==> src/rtl/sram1rw_arb.sv <==
`default_nettype none
// ============================================================================
// Module   : sram1rw_arb
// Purpose  : Round-robin arbiter and sequencer sharing one sram1rw
//            scratchpad bank between NREQ requesters. Grants at most one
//            aligned 1/2/4/8-byte access per cycle, drives the bank and
//            returns a one-cycle-latency response tagged with the
//            requester id. Misaligned or oversized accesses never reach
//            the bank and come back with an error response.
// Ports    : clk, rst_n                 - clock, synchronous active-low reset
//            req_valid/ready/we         - per-requester handshake and direction
//            req_size/addr/wdata        - packed per-requester access fields
//            rsp_valid/id/we/err/rdata  - response, one cycle after the grant
//            sram_addr/web/ibyte        - drive to the bank
//            sram_obyte                 - read data from the bank (lane-0 aligned)
// Revision : 1.0 - initial release
// ============================================================================
module sram1rw_arb #(
    parameter int W_WIDTH = 3,
    parameter int H_WIDTH = 8,
    parameter int NREQ    = 2,
    parameter int IDW     = $clog2(NREQ)
) (
    input  logic                                      clk,
    input  logic                                      rst_n,
    input  logic [NREQ-1:0]                           req_valid,
    output logic [NREQ-1:0]                           req_ready,
    input  logic [NREQ-1:0]                           req_we,
    input  logic [2*NREQ-1:0]                         req_size,
    input  logic [NREQ*(H_WIDTH+W_WIDTH)-1:0]         req_addr,
    input  logic [NREQ*8*(1<<W_WIDTH)-1:0]            req_wdata,
    output logic                                      rsp_valid,
    output logic [IDW-1:0]                            rsp_id,
    output logic                                      rsp_we,
    output logic                                      rsp_err,
    output logic [8*(1<<W_WIDTH)-1:0]                 rsp_rdata,
    output logic [H_WIDTH+W_WIDTH-1:0]                sram_addr,
    output logic [W_WIDTH:0]                          sram_web,
    output logic [8*(1<<W_WIDTH)-1:0]                 sram_ibyte,
    input  logic [8*(1<<W_WIDTH)-1:0]                 sram_obyte
);

    localparam int C_N  = 1 << W_WIDTH;
    localparam int C_AW = H_WIDTH + W_WIDTH;
    localparam int C_DW = 8 * C_N;

    // ------------------------------------------------------------------
    // Per-requester field unpacking and legality
    // ------------------------------------------------------------------
    logic [1:0]      w_size  [NREQ];
    logic [C_AW-1:0] w_addr  [NREQ];
    logic [C_DW-1:0] w_wdata [NREQ];
    logic [C_AW-1:0] w_amask [NREQ];
    logic [NREQ-1:0] w_legal;

    genvar gi;
    generate
        for (gi = 0; gi < NREQ; gi++) begin : g_unpack
            assign w_size[gi]  = req_size[2*gi +: 2];
            assign w_addr[gi]  = req_addr[C_AW*gi +: C_AW];
            assign w_wdata[gi] = req_wdata[C_DW*gi +: C_DW];
            // Low 'size' address bits must be zero for a naturally aligned access.
            assign w_amask[gi] = ~({C_AW{1'b1}} << w_size[gi]);
            assign w_legal[gi] = ({30'd0, w_size[gi]} <= W_WIDTH) &&
                                 ((w_addr[gi] & w_amask[gi]) == '0);
        end
    endgenerate

    // ------------------------------------------------------------------
    // Round-robin arbitration
    // ------------------------------------------------------------------
    logic [IDW-1:0]  r_rr;
    logic            w_found;
    logic            w_grant;
    logic [IDW-1:0]  w_win;

    // Scan from the pointer upwards, wrapping modulo NREQ; the first
    // valid requester wins.
    always_comb begin
        w_found = 1'b0;
        w_win   = '0;
        for (int off = 0; off < NREQ; off++) begin
            int idx;
            idx = int'(r_rr) + off;
            if (idx >= NREQ) begin
                idx = idx - NREQ;
            end
            if (!w_found && req_valid[idx]) begin
                w_found = 1'b1;
                w_win   = IDW'(idx);
            end
        end
    end

    // No grants are issued while reset is held.
    assign w_grant   = w_found & rst_n;
    assign req_ready = w_grant ? (NREQ'(1) << w_win) : '0;

    logic [IDW-1:0] w_rr_next;
    assign w_rr_next = (w_win == IDW'(NREQ - 1)) ? '0 : w_win + IDW'(1);

    // ------------------------------------------------------------------
    // Winner fields and bank drive
    // ------------------------------------------------------------------
    logic            w_win_we;
    logic [1:0]      w_win_size;
    logic [C_AW-1:0] w_win_addr;
    logic [C_DW-1:0] w_win_wdata;
    logic            w_win_legal;
    logic            w_bank_go;
    logic [W_WIDTH:0] w_size_onehot;
    logic [C_AW-1:0] r_last_addr;

    assign w_win_we    = req_we[w_win];
    assign w_win_size  = w_size[w_win];
    assign w_win_addr  = w_addr[w_win];
    assign w_win_wdata = w_wdata[w_win];
    assign w_win_legal = w_legal[w_win];

    assign w_bank_go     = w_grant & w_win_legal;
    assign w_size_onehot = {{W_WIDTH{1'b0}}, 1'b1} << w_win_size;

    // Idle and rejected cycles keep the last legal address on the bus so
    // the address lines do not toggle needlessly.
    assign sram_addr  = w_bank_go ? w_win_addr : r_last_addr;
    assign sram_web   = (w_bank_go && w_win_we) ? ~w_size_onehot : '1;
    assign sram_ibyte = w_grant ? w_win_wdata : '0;

    // ------------------------------------------------------------------
    // Response pipeline register
    // ------------------------------------------------------------------
    logic           r_rsp_valid;
    logic [IDW-1:0] r_rsp_id;
    logic           r_rsp_we;
    logic           r_rsp_err;
    logic [1:0]     r_rsp_size;

    always_ff @(posedge clk) begin
        if (!rst_n) begin
            r_rr        <= '0;
            r_last_addr <= '0;
            r_rsp_valid <= 1'b0;
            r_rsp_id    <= '0;
            r_rsp_we    <= 1'b0;
            r_rsp_err   <= 1'b0;
            r_rsp_size  <= '0;
        end else begin
            r_rsp_valid <= w_grant;
            if (w_grant) begin
                r_rr       <= w_rr_next;
                r_rsp_id   <= w_win;
                r_rsp_we   <= w_win_we;
                r_rsp_err  <= ~w_win_legal;
                r_rsp_size <= w_win_size;
            end
            if (w_bank_go) begin
                r_last_addr <= w_win_addr;
            end
        end
    end

    // A reset asserted in the response cycle drops the pending response.
    assign rsp_valid = r_rsp_valid & rst_n;
    assign rsp_id    = rsp_valid ? r_rsp_id : '0;
    assign rsp_we    = rsp_valid & r_rsp_we;
    assign rsp_err   = rsp_valid & r_rsp_err;

    // Read data is lane-0 aligned from the bank; only the low 1<<size
    // lanes are kept, everything else is zero.
    logic w_rd_ok;
    assign w_rd_ok = rsp_valid & ~r_rsp_we & ~r_rsp_err;

    genvar gk;
    generate
        for (gk = 0; gk < C_N; gk++) begin : g_lane
            logic w_lane_en;
            assign w_lane_en = ((32'(gk) >> r_rsp_size) == 32'd0);
            assign rsp_rdata[8*gk +: 8] = (w_rd_ok && w_lane_en) ? sram_obyte[8*gk +: 8] : 8'h00;
        end
    endgenerate

endmodule
`default_nettype wire

==> config.mk <==
export PLATFORM = sky130hd
export DESIGN_NAME = sram1rw_arb
export DESIGN_NICKNAME = d
export VERILOG_FILES = /design/src/rtl/sram1rw_arb.sv
export SDC_FILE = /design/constraint.sdc
export NUM_CORES = 1
export LEC_CHECK = 0
export BUFFER_PORTS_ARGS = -buffer_cell sky130_fd_sc_hd__buf_2
export CAP_MARGIN = 20
export CORE_AREA = 2 2 144 146
export CTS_CLUSTER_SIZE = 16
export DETAILED_ROUTE_END_ITERATION = 12
export DIE_AREA = 0 0 146 148
export SLEW_MARGIN = 20
export SYNTH_ARGS = -nofsm -noshare
export SYNTH_HDL_FRONTEND = slang
export SYNTH_SLANG_ARGS = --single-unit
==> constraint.sdc <==
create_clock -name clk -period 1.6 [get_ports clk]
set_input_delay 0.08 -clock clk [delete_from_list [all_inputs] [get_ports clk]]
set_output_delay 0.08 -clock clk [all_outputs]
set_load 0.05 [all_outputs]
After elaboration in Yosys (flattened, before gate mapping)
Cells that the tools add are included.
{"block": "op_classes", "n_addsub": 4, "n_mul": 0, "div": 0, "order_cmp": 6, "eq_ne": 0, "shifts": 12, "muxes": 39, "bitwise": 16, "n_reduce_logical": 21}
{"op": "32-bit zero test", "n": 8}
{"op": "64-bit two-way mux", "n": 4}
{"op": "3-bit by 2-bit right shift with 32-bit output, first input constant", "n": 4}
{"op": "32-bit by 3-bit less-than comparator with 1-bit output, second input constant", "n": 2}
{"op": "32-bit two-way mux", "n": 2}
{"op": "8-bit two-way mux", "n": 8}
{"op": "1-bit by 2-bit right shift with 32-bit output, first input constant", "n": 2}
{"op": "2-bit by 2-bit right shift with 32-bit output, first input constant", "n": 2}
{"op": "11-bit two-way mux", "n": 4}
{"op": "11-bit AND", "n": 2}
{"op": "11-bit zero test", "n": 2}
{"op": "11-bit inverter", "n": 2}
{"op": "11-bit by 2-bit << shifter with 11-bit output, first input constant", "n": 2}
{"op": "1-bit two-way mux", "n": 16}
{"op": "1-bit logical AND", "n": 10}
{"op": "2-bit two-way mux", "n": 4}
{"op": "1-bit AND", "n": 7}
{"op": "2-bit >= comparator, second input constant", "n": 2}
{"op": "4-bit two-way mux", "n": 1}
{"op": "4-bit inverter", "n": 1}
{"op": "1-bit by 2-bit << shifter with 4-bit output, first input constant", "n": 1}
{"op": "1-bit inverter", "n": 3}
{"op": "1-bit by 2-bit subtractor with 3-bit output, second input constant", "n": 1}
{"op": "2-bit by 2-bit subtractor with 3-bit output, second input constant", "n": 1}
{"op": "7 further kinds", "n": 7}
{"block": "totals", "register_bits": 18, "latchBits": 0, "ramBits": 0, "romBits": 0, "in_bits": 224, "word_cells": 105, "mem_count": 0}

Longest topological paths before layout
Gate-level depths: netlist (run 1).
{"block": "depth", "word_depth": 16, "mapped_depth": 6, "ltp_nobuf": 4}

Worst setup path before layout (run 1)
Ideal clock, no wire load.
{"block": "synth_path", "path_type": "register -> output", "start": "reg r_rr", "end": "out sram_addr[10]", "arrival_time_ps": 2166, "required_ps": 1520, "setup_slack_ps": -646, "path_stages_with_launch": 7, "path_buffers": 2, "path_cell_list": "dfxtp_1 nand2b_1 a221o_1 a21boi_2 buf_6 buf_4 mux2i_1"}
{"block": "synth_between", "elab_chain_len": 14, "word_cells_on_any_way": 28, "classes_between": "3 x add/sub; 2 x order compare; 18 x mux; 3 x bitwise; 2 x reduce/logical"}
{"element": "start, declared", "line_no": "72", "source": "logic [IDW-1:0] r_rr;"}
{"element": "start signal, assigned", "line_no": "150", "source": "r_rr <= w_rr_next;"}
{"element": "1-bit by 2-bit subtractor with 3-bit output or 1-bit by 2-bit >= comparator with 1-bit output (tied branches)", "line_no": "86, 85"}
{"element": "32-bit two-way mux", "line_no": "85", "source": "if (idx >= NREQ) begin"}
{"element": "1-bit two-way mux (implied by the code) (3 in series)", "line_no": "88", "source": "if (!w_found && req_valid[idx]) begin"}
{"element": "1-bit two-way mux", "line_no": "88"}
{"element": "1-bit zero test", "line_no": "88"}
{"element": "1-bit logical AND", "line_no": "88"}
{"element": "1-bit two-way mux", "line_no": "88"}
{"element": "1-bit inverter with 2-bit output (implied by the code)", "line_no": "116", "source": "assign w_win_addr = w_addr[w_win];"}
{"element": "11-bit two-way mux (implied by the code) (3 in series)", "line_no": "116"}
{"element": "11-bit two-way mux (*)"}
{"element": "end, declared", "line_no": "37", "source": "output logic [H_WIDTH+W_WIDTH-1:0] sram_addr,"}
Every way passes the cells marked *; elsewhere a longest branch is shown, timed or not. The select of a mux whose other input is x is not followed.

Worst setup path in the final report (run 1)
{"block": "layout_path", "start": "reg r_rr", "end": "out sram_ibyte[13]"}
{"block": "layout_between", "elab_chain_len": 14, "word_cells_on_any_way": 25, "classes_between": "3 x add/sub; 2 x order compare; 16 x mux; 2 x bitwise; 2 x reduce/logical"}
{"element": "1-bit by 2-bit subtractor with 3-bit output or 1-bit by 2-bit >= comparator with 1-bit output (tied branches)", "line_no": "86, 85"}
{"element": "32-bit two-way mux", "line_no": "85"}
{"element": "1-bit two-way mux (implied by the code) (3 in series)", "line_no": "88"}
{"element": "1-bit two-way mux", "line_no": "88"}
{"element": "1-bit zero test", "line_no": "88"}
{"element": "1-bit logical AND", "line_no": "88"}
{"element": "1-bit two-way mux", "line_no": "88"}
{"element": "1-bit inverter with 2-bit output (implied by the code)", "line_no": "117", "source": "assign w_win_wdata = w_wdata[w_win];"}
{"element": "64-bit two-way mux (implied by the code) (3 in series)", "line_no": "117"}
{"element": "64-bit two-way mux (*)", "line_no": "127", "source": "assign sram_ibyte = w_grant ? w_win_wdata : '0;"}
{"element": "end, declared", "line_no": "39", "source": "output logic [8*(1<<W_WIDTH)-1:0] sram_ibyte,"}
Marks and branches as above.

==> results.sh, run 1 <==
export IMPL_cts_root_buffer_cell="clkbuf_16"
export IMPL_detail_route_wirelength_mm=17.2
export IMPL_buffer_ports_inserted=372
export IMPL_design_portCount=373
export IMPL_irDropWorstVdd_uv=508
export IMPL_worstPathRequired_ns=1.52
export IMPL_clk_latency_ns=0.25
export IMPL_area_growth_synth_to_final_pct=261
export IMPL_relSlewSlack_pct=64.2
export IMPL_number_of_antenna_violations_at_the_first_check_in_global_routing=1
export IMPL_hpwl_mm=11.2
export IMPL_mappedNetlistArea_mm2=0.00216
export IMPL_setup_worst_path_start="r_rr"
export IMPL_dr_first_iter_drc_count=58
export IMPL_grt_start_max_net_pins=33
export IMPL_violations="setup timing"
export IMPL_placed_cell_area_mm2=0.00542
export IMPL_power_leakage_nw=3.85
export IMPL_clock_sinks=18
export IMPL_area_taken_by_multi_input_logic_gates_mm2=0.00262
export IMPL_grt_first_pass_wirelength_mm=24.4
export IMPL_netlist_cell_type_count=28
export IMPL_clock_power_share_pct=15.3
export IMPL_synthCells=273
export IMPL_first_global_vias=4158
export IMPL_synth_seq_cells=18
export IMPL_hold_start="req_valid[1]"
export IMPL_clk_transition_reported_paths_ns=0.05
export IMPL_max_cap_viol_count=0
export IMPL_worst_slew_pin_slew_ns=0.537
export IMPL_final_hold_viol_count=0
export IMPL_path_max_fanout=9
export IMPL_p_int_mw=2.13
export IMPL_die_height_um=148
export IMPL_setup_viol=157
export IMPL_share_of_post_route_cells_with_drive_strength_above_1_pct=87.5
export IMPL_finish_net_count=936
export IMPL_postRouteAntennaNets=0
export IMPL_r2r_start="r_rr"
export IMPL_ctsHtreeMaxLevel=1
export IMPL_synth_yosys_warnings=0
export IMPL_post_route_cell_area_mm2=0.00780
export IMPL_final_core_utilization_pct=38.9
export IMPL_floorplan_die_area_mm2=0.0216
export IMPL_min_path_type="primary input to flop"
export IMPL_drc_errors=0
export IMPL_initial_utilization_pct=10.8
export IMPL_final_max_slew_viol_count=0
export IMPL_grt_util_all_layers_pct=14.0
export IMPL_run_status="complete, but fails checks"
export IMPL_finalCriticalPeriod_ns=2.02
export IMPL_power_share_switching_pct=42.3
export IMPL_worst_clock_skew_ns=0.00665
export IMPL_route_vias_total=4021
export IMPL_synthesis_area_per_instance_um2=7.91
export IMPL_seq_power_share_pct=14.2
export IMPL_worst_slack_ns=-0.420
export IMPL_worstSetupEndpointType="output pin"
export IMPL_placement_rows=52
export IMPL_width_of_the_die_um=146
export IMPL_ys_seq_area_share_pct=16.7
export IMPL_finalWeightedCongestion=0.752
export IMPL_cts_buffer_depth=2
export IMPL_grt_setup_unrepaired="true"
export IMPL_tritoncts_clock_tree="built"
export IMPL_cts_buffers_inserted=3
export IMPL_postCtsHoldBufs=0
export IMPL_core_mm2=0.0200
export IMPL_regArea_um2=363
export IMPL_p_per_area_mw_per_mm2=473
export IMPL_switching_power_mw=1.56
export IMPL_antenna_cells_inserted=0
export IMPL_timing_critical_path_from_type="flop"
export IMPL_worst_endpoint_arrival_ns=1.94
export IMPL_viasPerCell=4.10
export IMPL_detailed_routing_iterations_pass_1=4
export IMPL_timing_worst_setup_path_type="flop to output pin"
export IMPL_max_clock_freq_mhz=495
export IMPL_synthesis_nets=497
export IMPL_setup_reg_to_reg_worst_slack_ns=-0.16
export IMPL_routedWlPerCell_um=17.5
export IMPL_period_share_pct=126
export IMPL_pre_cts_slack_ns=-0.266
export IMPL_filler_cell_count=1942
export IMPL_globalRoute_totalOverflow=0
export IMPL_comb_power_share_pct=70.5
[layout by cell type (no fill, tap or decap), drive strengths merged]
| master | synthesis | layout |
|---|---|---|
| clkbuf | 13 | 6 |
| a21oi | 2 | 2 |
| a21boi | 1 | 1 |
| o21a | 2 | 2 |
| or2 | 1 | 1 |
| mux2i | 36 | 36 |
| nor3b | 1 | 1 |
| and2 | 19 | 19 |
| a211oi | 4 | 4 |
| o2111ai | 1 | 1 |
| nand4 | 1 | 1 |
| a21o | 1 | 1 |
| dfxtp | 18 | 18 |
| a221o | 1 | 1 |
| nand2 | 13 | 13 |
| a22o | 64 | 64 |
| nor2 | 8 | 8 |
| nand4b | 2 | 2 |
| or4b | 1 | 1 |
| and3 | 51 | 51 |
| buf | 16 | 461 |
| nor3 | 1 | 1 |
| nand2b | 1 | 1 |
| inv | 13 | 13 |
| mux2 | 1 | 1 |
| o21ai | 1 | 1 |
[sequential cells by signal, indices dropped and copies added, names as in the netlist]
| register | count |
|---|---|
| r_last_addr | 11 |
| r_rr | 1 |
| r_rsp_err | 1 |
| r_rsp_id | 1 |
| r_rsp_size | 2 |
| r_rsp_valid | 1 |
| r_rsp_we | 1 |
[path summary, 6_finish.rpt]
kind	endpoint	cells after the start
max	sram_ibyte[13]	10
min	r_rr	2
max reg2reg	r_last_addr[8]	9
min reg2reg	r_rsp_id	2
[synth_stat cells]
cell type,n,area (um2)
a211oi_1,4,30.0
a21oi_1,2,10.0
nor3_1,1,5.00
a21boi_2,1,11.3
nor2_1,8,30.0
clkbuf_1,13,48.8
inv_1,13,48.8
mux2_2,1,11.3
buf_2,13,65.1
dfxtp_1,18,360
a221o_1,1,10.0
buf_4,2,15.0
nand2b_1,1,6.26
or2_2,1,6.26
o21a_1,2,15.0
and3_1,51,319
nor3b_2,1,12.5
or4b_1,1,10.0
a22o_1,64,561
nand2_1,13,48.8
mux2i_1,36,360
buf_6,1,11.3
a21o_1,1,7.51
nand4b_1,2,17.5
and2_1,19,119
o21ai_0,1,5.00
o2111ai_1,1,8.76
nand4_1,1,6.26
[logic make-up after synthesis]
logic type	count (synthesis)	share of synthesized area (%)
buffers and inverters	42	8.75
and+or+nand+nor	99	26.9
AOI/OAI and AO/OA	77	30.5
DFF	18	16.7
muxes	37	17.2
[power groups by stage]
stage               Clock [mW]  Sequential, mW  Combinational [mW]
floorplan                    0           0.520                1.26
global placement             0           0.529                1.91
detailed placement           0           0.529                1.92
CTS                      0.573           0.522                2.52
global route             0.588           0.531                2.71
finish                   0.567           0.523                2.60
[worst max-delay path: stages (launching register included)]
cell	delay [ns]
dfxtp_2	0.32
nand2b_4	0.14
buf_4	0.14
nand2_4	0.09
buf_6	0.11
nor2_4	0.03
buf_12	0.15
buf_12	0.13
clkbuf_16	0.15
a22o_4	0.25
buf_6	0.15
[layer usage]
| layer | part of all wire (%) | track usage (%) | up-vias |
|---|---|---|---|
| li1 | - | - | 1925 |
| met1 | 39 | 18.0 | 1912 |
| met2 | 53 | 25.0 | 166 |
| met3 | 7.0 | 2.90 | 16 |
| met4 | 0.94 | 1.46 | 2 |
| met5 | 0.076 | 0 | - |
[final cells by class]
class,count,area share [%]
Clock buffer,4,1.14
Inverter,13,0.625
Multi-Input combinational cell,213,33.6
Sequential cell,18,4.65
Tap cell,270,4.33
Timing Repair Buffer,463,55.7
[through the flow]
stage	power, mW	cells	TNS (ns)	hold WS [ns]
finish	3.69	981	-41.96	0.133
global route	3.83	981	-51.35	0.174
CTS	3.61	972	-42.85	0.133
detailed placement	2.45	931	-17.17	0.361
global placement	2.44	931	-12.91	0.368
floorplan	1.78	273	-3.81	0.179
[repair_timing]
action                                 4_1_cts  5_1_grt
gates resized for setup                    434       51
setup buffers                               24       10
pin swaps                                   53       31
setup endpoints to repair                  144      157
endpoints found under the hold margin        0        0
gates cloned                                13        3
(Power assumes the default switching activity.)
==> run 2, diff against run 1 <==
--- a/config.mk
+++ b/config.mk
@@ -15,3 +15,4 @@
 export SYNTH_ARGS = -nofsm -noshare
 export SYNTH_HDL_FRONTEND = slang
 export SYNTH_SLANG_ARGS = --single-unit
+export TNS_END_PERCENT = 1
==> run 2 against run 1 <==
Effect of this change: the run still ends with setup timing left; core utilization is 9.0 points lower; combinational power down 20%; sequential power fell by 2%; wire length shrank 16%; die area did not move; sequential share of layout area is 1.4 points higher; register-to-register slack better by 0.07 ns; total power decreased by 14%; largest power group unchanged.
==> results.sh, run 2 (synthesis results as in run 1) <==
export IMPL_run_status="complete, but fails checks"
export IMPL_top_register="r_last_addr"
export IMPL_design_portCount=373
export IMPL_clk_transition_reported_paths_ns=0.06
export IMPL_postRouteAntennaNets=0
export IMPL_worstPathRequired_ns=1.52
export IMPL_min_path_type="primary input to flop"
export IMPL_worst_slack_ns=-0.450
export IMPL_drc_errors=0
export IMPL_globalRoute_totalOverflow=0
export IMPL_finalCriticalPeriod_ns=2.05
export IMPL_irDropWorstVdd_uv=355
export IMPL_clk_latency_ns=0.25
export IMPL_first_global_vias=3781
export IMPL_initial_utilization_pct=10.8
export IMPL_clock_sinks=18
export IMPL_grt_setup_unrepaired="true"
export IMPL_power_leakage_nw=3.17
export IMPL_die_height_um=148
export IMPL_worst_slew_pin_slew_ns=0.334
export IMPL_detailed_routing_iterations_pass_1=4
export IMPL_hpwl_mm=11.5
export IMPL_violations="setup timing"
export IMPL_max_clock_freq_mhz=488
export IMPL_tritoncts_clock_tree="built"
export IMPL_setup_reg_to_reg_worst_slack_ns=-0.09
export IMPL_cts_root_buffer_cell="clkbuf_16"
export IMPL_cts_buffers_inserted=3
export IMPL_filler_cell_count=2121
export IMPL_timing_critical_path_from_type="flop"
export IMPL_placement_rows=52
export IMPL_width_of_the_die_um=146
export IMPL_worst_clock_skew_ns=0.00400
export IMPL_largest_register_ffs=11
export IMPL_finalWeightedCongestion=0.715
export IMPL_path_max_fanout=7
export IMPL_buffer_ports_inserted=372
export IMPL_largest_registers="r_last_addr x11, r_rsp_size x2"
export IMPL_worst_endpoint_arrival_ns=1.97
export IMPL_final_hold_viol_count=0
export IMPL_detail_route_wirelength_mm=14.4
export IMPL_worstSetupEndpointType="output pin"
export IMPL_r2r_worst_path_cells=7
export IMPL_floorplan_die_area_mm2=0.0216
export IMPL_pre_cts_slack_ns=-0.230
export IMPL_ctsHtreeMaxLevel=1
export IMPL_routedWlPerCell_um=15.3
export IMPL_relSlewSlack_pct=77.1
export IMPL_number_of_antenna_violations_at_the_first_check_in_global_routing=5
export IMPL_mostFrequentLayoutCells="buf_2 (227), buf_6 (122), a22o_1 (55)"
export IMPL_r2r_end="r_last_addr[9]"
export IMPL_finish_net_count=892
export IMPL_grt_util_all_layers_pct=11.8
export IMPL_setup_worst_path_start="r_rr"
export IMPL_finalHoldWorstSlack_ns=0.117
export IMPL_route_vias_total=3780
export IMPL_grt_start_max_net_pins=38
export IMPL_dp_cells=931
export IMPL_timing_worst_setup_path_type="flop to output pin"
export IMPL_cts_buffer_depth=2
export IMPL_area_growth_synth_to_final_pct=178
export IMPL_p_per_area_mw_per_mm2=527
export IMPL_core_mm2=0.0200
export IMPL_share_of_post_route_cells_with_drive_strength_above_1_pct=73.2
export IMPL_critPathCapture="sram_addr[7]"
export IMPL_finish_cell_count_without_fillers=940
export IMPL_final_max_slew_viol_count=0
export IMPL_r2r_start="r_rr"
export IMPL_layout_commonest_cell="buf_2"
export IMPL_viasPerCell=4.02
export IMPL_max_cap_viol_count=0
export IMPL_period_share_pct=128
export IMPL_grt_first_pass_wirelength_mm=20.7
export IMPL_dr_first_iter_drc_count=93
export IMPL_setup_viol=139
## run 2: cell count changes in the layout (fill, tap and decap cells not counted), sizes merged
cell / delta
clkbuf: -2
buf: -42
diode: +3
## run 2: worst min-delay path by stage
stage / start / to / cells after the start / slack, ns
3_5_place_dp: req_valid[1] / r_rr / 2 / 0.37
3_3_place_gp: req_valid[1] / r_rr / 2 / 0.36
4_1_cts: req_valid[1] / r_rr / 2 / 0.11
5_1_grt: req_valid[1] / r_rr / 2 / 0.12
6_report: req_valid[1] / r_rr / 2 / 0.12
2_1_floorplan: req_valid[1] / r_rr / 1 / 0.18
## run 2: power breakdown
group	total [mW]	switching [mW]	internal [mW]
Combinational	2.08	1.17	0.908
Clock	0.566	0.185	0.381
Sequential	0.515	0.0256	0.489
Total	3.16	1.39	1.78
## run 2: metrics by stage
stage	instance area [um2]	util [%]	TNS (ns)	power (mW)
after floorplan	2390	-	-20.04	1.66
final	6000	30.0	-23.30	3.16
after detailed placement	5010	25.0	-12.01	2.36
after global placement	5010	25.0	-8.53	2.35
after global routing	6000	29.9	-38.07	3.32
after CTS	5910	29.5	-25.69	3.15
## run 2: worst max-delay path, cell delays in order (launching register included)
cell and delay [ns]:
dfxtp_1 0.31, nand2b_4 0.14, a221o_1 0.35, a21boi_4 0.23, buf_6 0.15, buf_16 0.13
mux2i_4 0.22, buf_6 0.18
## run 2: cell type report
type                            instances  area, um2  area share, %
Timing Repair Buffer                  419       3300           54.9
Antenna cell                            3       7.51          0.125
Multi-Input combinational cell        213       1860           31.0
Sequential cell                        18        362           6.02
Clock buffer                            4       88.8           1.48
Inverter                               13       48.8          0.813
Tap cell                              270        338           5.63
## run 2: timing repair
| item | 4_1_cts | 5_1_grt |
|---|---|---|
| setup endpoints to repair | 154 | 154 |
| pin swaps | 8 | 1 |
| hold buffers | 0 | 0 |
| resized for setup | 254 | 23 |
| hold endpoints to repair | 0 | 0 |
| gates cloned | 1 | 0 |
| buffers inserted | 1 | 0 |
## run 2: routing by layer
| layer | vias up | global-route usage (%) | part of all wire, % |
|---|---|---|---|
| met2 | 164 | 21.4 | 52 |
| met5 | - | 0 | 0.090 |
| met1 | 1783 | 14.0 | 39 |
| met4 | 2 | 1.36 | 0.75 |
| met3 | 8 | 3.77 | 8.5 |
| li1 | 1823 | - | - |
==> run 3, diff against run 2 <==
==> constraint.sdc (replaced) <==
create_clock -name clk -period 2.6 [get_ports clk]
set_input_delay 0.13 -clock clk [delete_from_list [all_inputs] [get_ports clk]]
set_output_delay 0.13 -clock clk [all_outputs]
set_load 0.05 [all_outputs]
==> run 3 against run 2 <==
Effect of this change: the run now ends clean; register-to-register slack gained 0.73 ns; clock skew shrank 0.0017 ns; highest routed layer is now met4; final area shrank 26%; global-route usage shrank 1.8 points; combinational power shrank 54%; critical path type unchanged; total power shrank 49%; flip-flop and latch count is the same; hold slack gained 0.031 ns; count of clock-buffer cells in the layout is the same; worst setup slack gained 0.69 ns.
==> results.sh, run 3 (synthesis results as in run 1) <==
export IMPL_whs_path_depth=2
export IMPL_initial_utilization_pct=10.8
export IMPL_switching_power_mw=0.764
export IMPL_timing_worst_setup_path_type="flop to output pin"
export IMPL_globalRoute_totalOverflow=0
export IMPL_hpwl_mm=10.5
export IMPL_mostFrequentLayoutCells="buf_2 (369), a22o_1 (64), and3_1 (51)"
export IMPL_grt_util_all_layers_pct=9.99
export IMPL_share_of_post_route_cells_with_drive_strength_above_1_pct=62.2
export IMPL_path_max_fanout=15
export IMPL_finish_net_count=854
export IMPL_run_status="complete, no violations"
export IMPL_design_portCount=373
export IMPL_first_global_vias=3132
export IMPL_r2r_worst_path_cells=6
export IMPL_finish_cell_count_without_fillers=899
export IMPL_p_per_area_mw_per_mm2=363
export IMPL_worstPathRequired_ns=2.47
export IMPL_seq_power_share_pct=19.6
export IMPL_finalCriticalPeriod_ns=2.36
export IMPL_hold_start="req_valid[1]"
export IMPL_cts_setup_buffers=0
export IMPL_dr_first_iter_drc_count=195
export IMPL_die_height_um=148
export IMPL_grt_start_max_net_pins=66
export IMPL_clock_power_share_pct=20.8
export IMPL_pre_cts_slack_ns=0.493
export IMPL_power_leakage_nw=2.79
export IMPL_clk_transition_reported_paths_ns=0.05
export IMPL_final_max_slew_viol_count=0
export IMPL_viasPerCell=3.89
export IMPL_critical_path_slowest_cell="a221o_1"
export IMPL_postCtsHoldBufs=0
export IMPL_routedWlPerCell_um=13.8
export IMPL_antenna_cells_inserted=0
export IMPL_drc_errors=0
export IMPL_finalWeightedCongestion=0.751
export IMPL_comb_power_share_pct=59.6
export IMPL_timing_critical_path_from_type="flop"
export IMPL_worstPathCellList="nand2b_1 -> a221o_1 -> a21boi_4 -> buf_4 -> mux2i_1 -> buf_2"
export IMPL_detailed_routing_iterations_pass_1=4
export IMPL_period_share_pct=90.9
export IMPL_worst_slack_ns=0.237
export IMPL_largest_registers="r_last_addr x11, r_rsp_size x2"
export IMPL_worstSetupEndpointType="output pin"
export IMPL_cts_resized_gates=0
export IMPL_min_path_type="primary input to flop"
export IMPL_postRouteAntennaNets=0
export IMPL_max_cap_viol_count=0
export IMPL_dp_cells=895
export IMPL_core_mm2=0.0200
export IMPL_filler_cell_count=2273
export IMPL_placement_rows=52
export IMPL_cts_buffer_depth=2
export IMPL_irDropWorstVdd_uv=336
export IMPL_p_int_mw=0.854
export IMPL_route_vias_total=3496
export IMPL_layout_commonest_cell="buf_2"
export IMPL_grt_first_pass_wirelength_mm=17.6
export IMPL_ctsHtreeMaxLevel=1
export IMPL_setup_reg_to_reg_worst_slack_ns=0.64
export IMPL_top_register="r_last_addr"
export IMPL_biggest_cell_delay_along_the_critical_path_ns=0.40
export IMPL_worst_hold_path_endpoint="r_rr"
export IMPL_buffer_ports_inserted=372
export IMPL_detail_route_wirelength_mm=12.4
export IMPL_setup_viol=0
export IMPL_power_share_switching_pct=47.2
export IMPL_r2r_start="r_rr"
export IMPL_tritoncts_clock_tree="built"
export IMPL_worst_clock_skew_ns=0.00229
export IMPL_relSlewSlack_pct=70.5
export IMPL_worst_endpoint_arrival_ns=2.23
export IMPL_r2r_end="r_last_addr[10]"
export IMPL_number_of_antenna_violations_at_the_first_check_in_global_routing=0
export IMPL_worst_slew_pin_slew_ns=0.430
export IMPL_area_growth_synth_to_final_pct=107
export IMPL_floorplan_die_area_mm2=0.0216
export IMPL_width_of_the_die_um=146
export IMPL_max_clock_freq_mhz=423
export IMPL_clk_latency_ns=0.25
export IMPL_fin_tns_setup_ns=0
export IMPL_final_hold_viol_count=0
export IMPL_cts_buffers_inserted=3
export IMPL_grt_setup_unrepaired="false"
export IMPL_largest_register_ffs=11
export IMPL_cts_root_buffer_cell="clkbuf_16"
export IMPL_clock_sinks=18
-- run 3: changes by cell type in the layout (fill, tap and decap cells not counted), moves of 4 or more --
cell and change:
and3_1 +32, buf_12 -12, mux2i_1 +11, buf_6 -122
mux2i_4 -11, a22o_2 -9, buf_2 +142, buf_8 -4
and3_2 -29, buf_4 -41, a22o_1 +9
-- run 3: worst max-delay path by stage --
| stage | from | to | slack (ns) |
|---|---|---|---|
| 2_1_floorplan | r_rr | sram_addr[10] | 0.30 |
| 3_3_place_gp | r_rr | sram_addr[10] | 0.53 |
| 3_5_place_dp | r_rr | sram_addr[10] | 0.49 |
| 4_1_cts | r_rr | sram_addr[10] | 0.22 |
| 5_1_grt | r_rr | sram_addr[10] | 0.09 |
| 6_report | r_rr | sram_addr[7] | 0.24 |
-- run 3: critical path, delay by kind of cell (launching register included) --
kind            cells  cell delay (ns)
compound gates      2             0.67
buf+inv             2             0.60
flops               1             0.31
mux                 1             0.22
simple gates        1             0.18
-- run 3: per-layer routing --
layer,wire length (um),global-route usage [%]
met5,0,0
met4,49,0.825
met2,5920,16.6
met3,1260,3.27
met1,5190,13.1
-- run 3: power groups by stage --
| stage | Combinational, mW | Clock [mW] | Sequential (mW) |
|---|---|---|---|
| floorplan | 0.638 | 0 | 0.319 |
| global placement | 0.963 | 0 | 0.322 |
| detailed placement | 0.965 | 0 | 0.321 |
| CTS | 0.967 | 0.346 | 0.317 |
| global route | 1.02 | 0.358 | 0.320 |
| finish | 0.964 | 0.337 | 0.316 |
-- run 3: through the flow --
step	util (%)	power [mW]	instance area, um2	hold slack (ns)
2_1_floorplan	-	0.957	2160	0.229
3_3_place_gp	21.8	1.28	4370	0.401
3_5_place_dp	21.8	1.29	4370	0.402
4_1_cts	22.3	1.63	4460	0.142
5_1_grt	22.3	1.70	4460	0.149
6_report	22.3	1.62	4460	0.149
-- run 3: cell type report --
type / instances / area [um2] / area share [%]
Clock buffer: 4 / 88.8 / 1.99
Tap cell: 270 / 338 / 7.57
Inverter: 13 / 48.8 / 1.09
Multi-Input combinational cell: 213 / 1630 / 36.5
Timing Repair Buffer: 381 / 2000 / 44.8
Sequential cell: 18 / 360 / 8.08
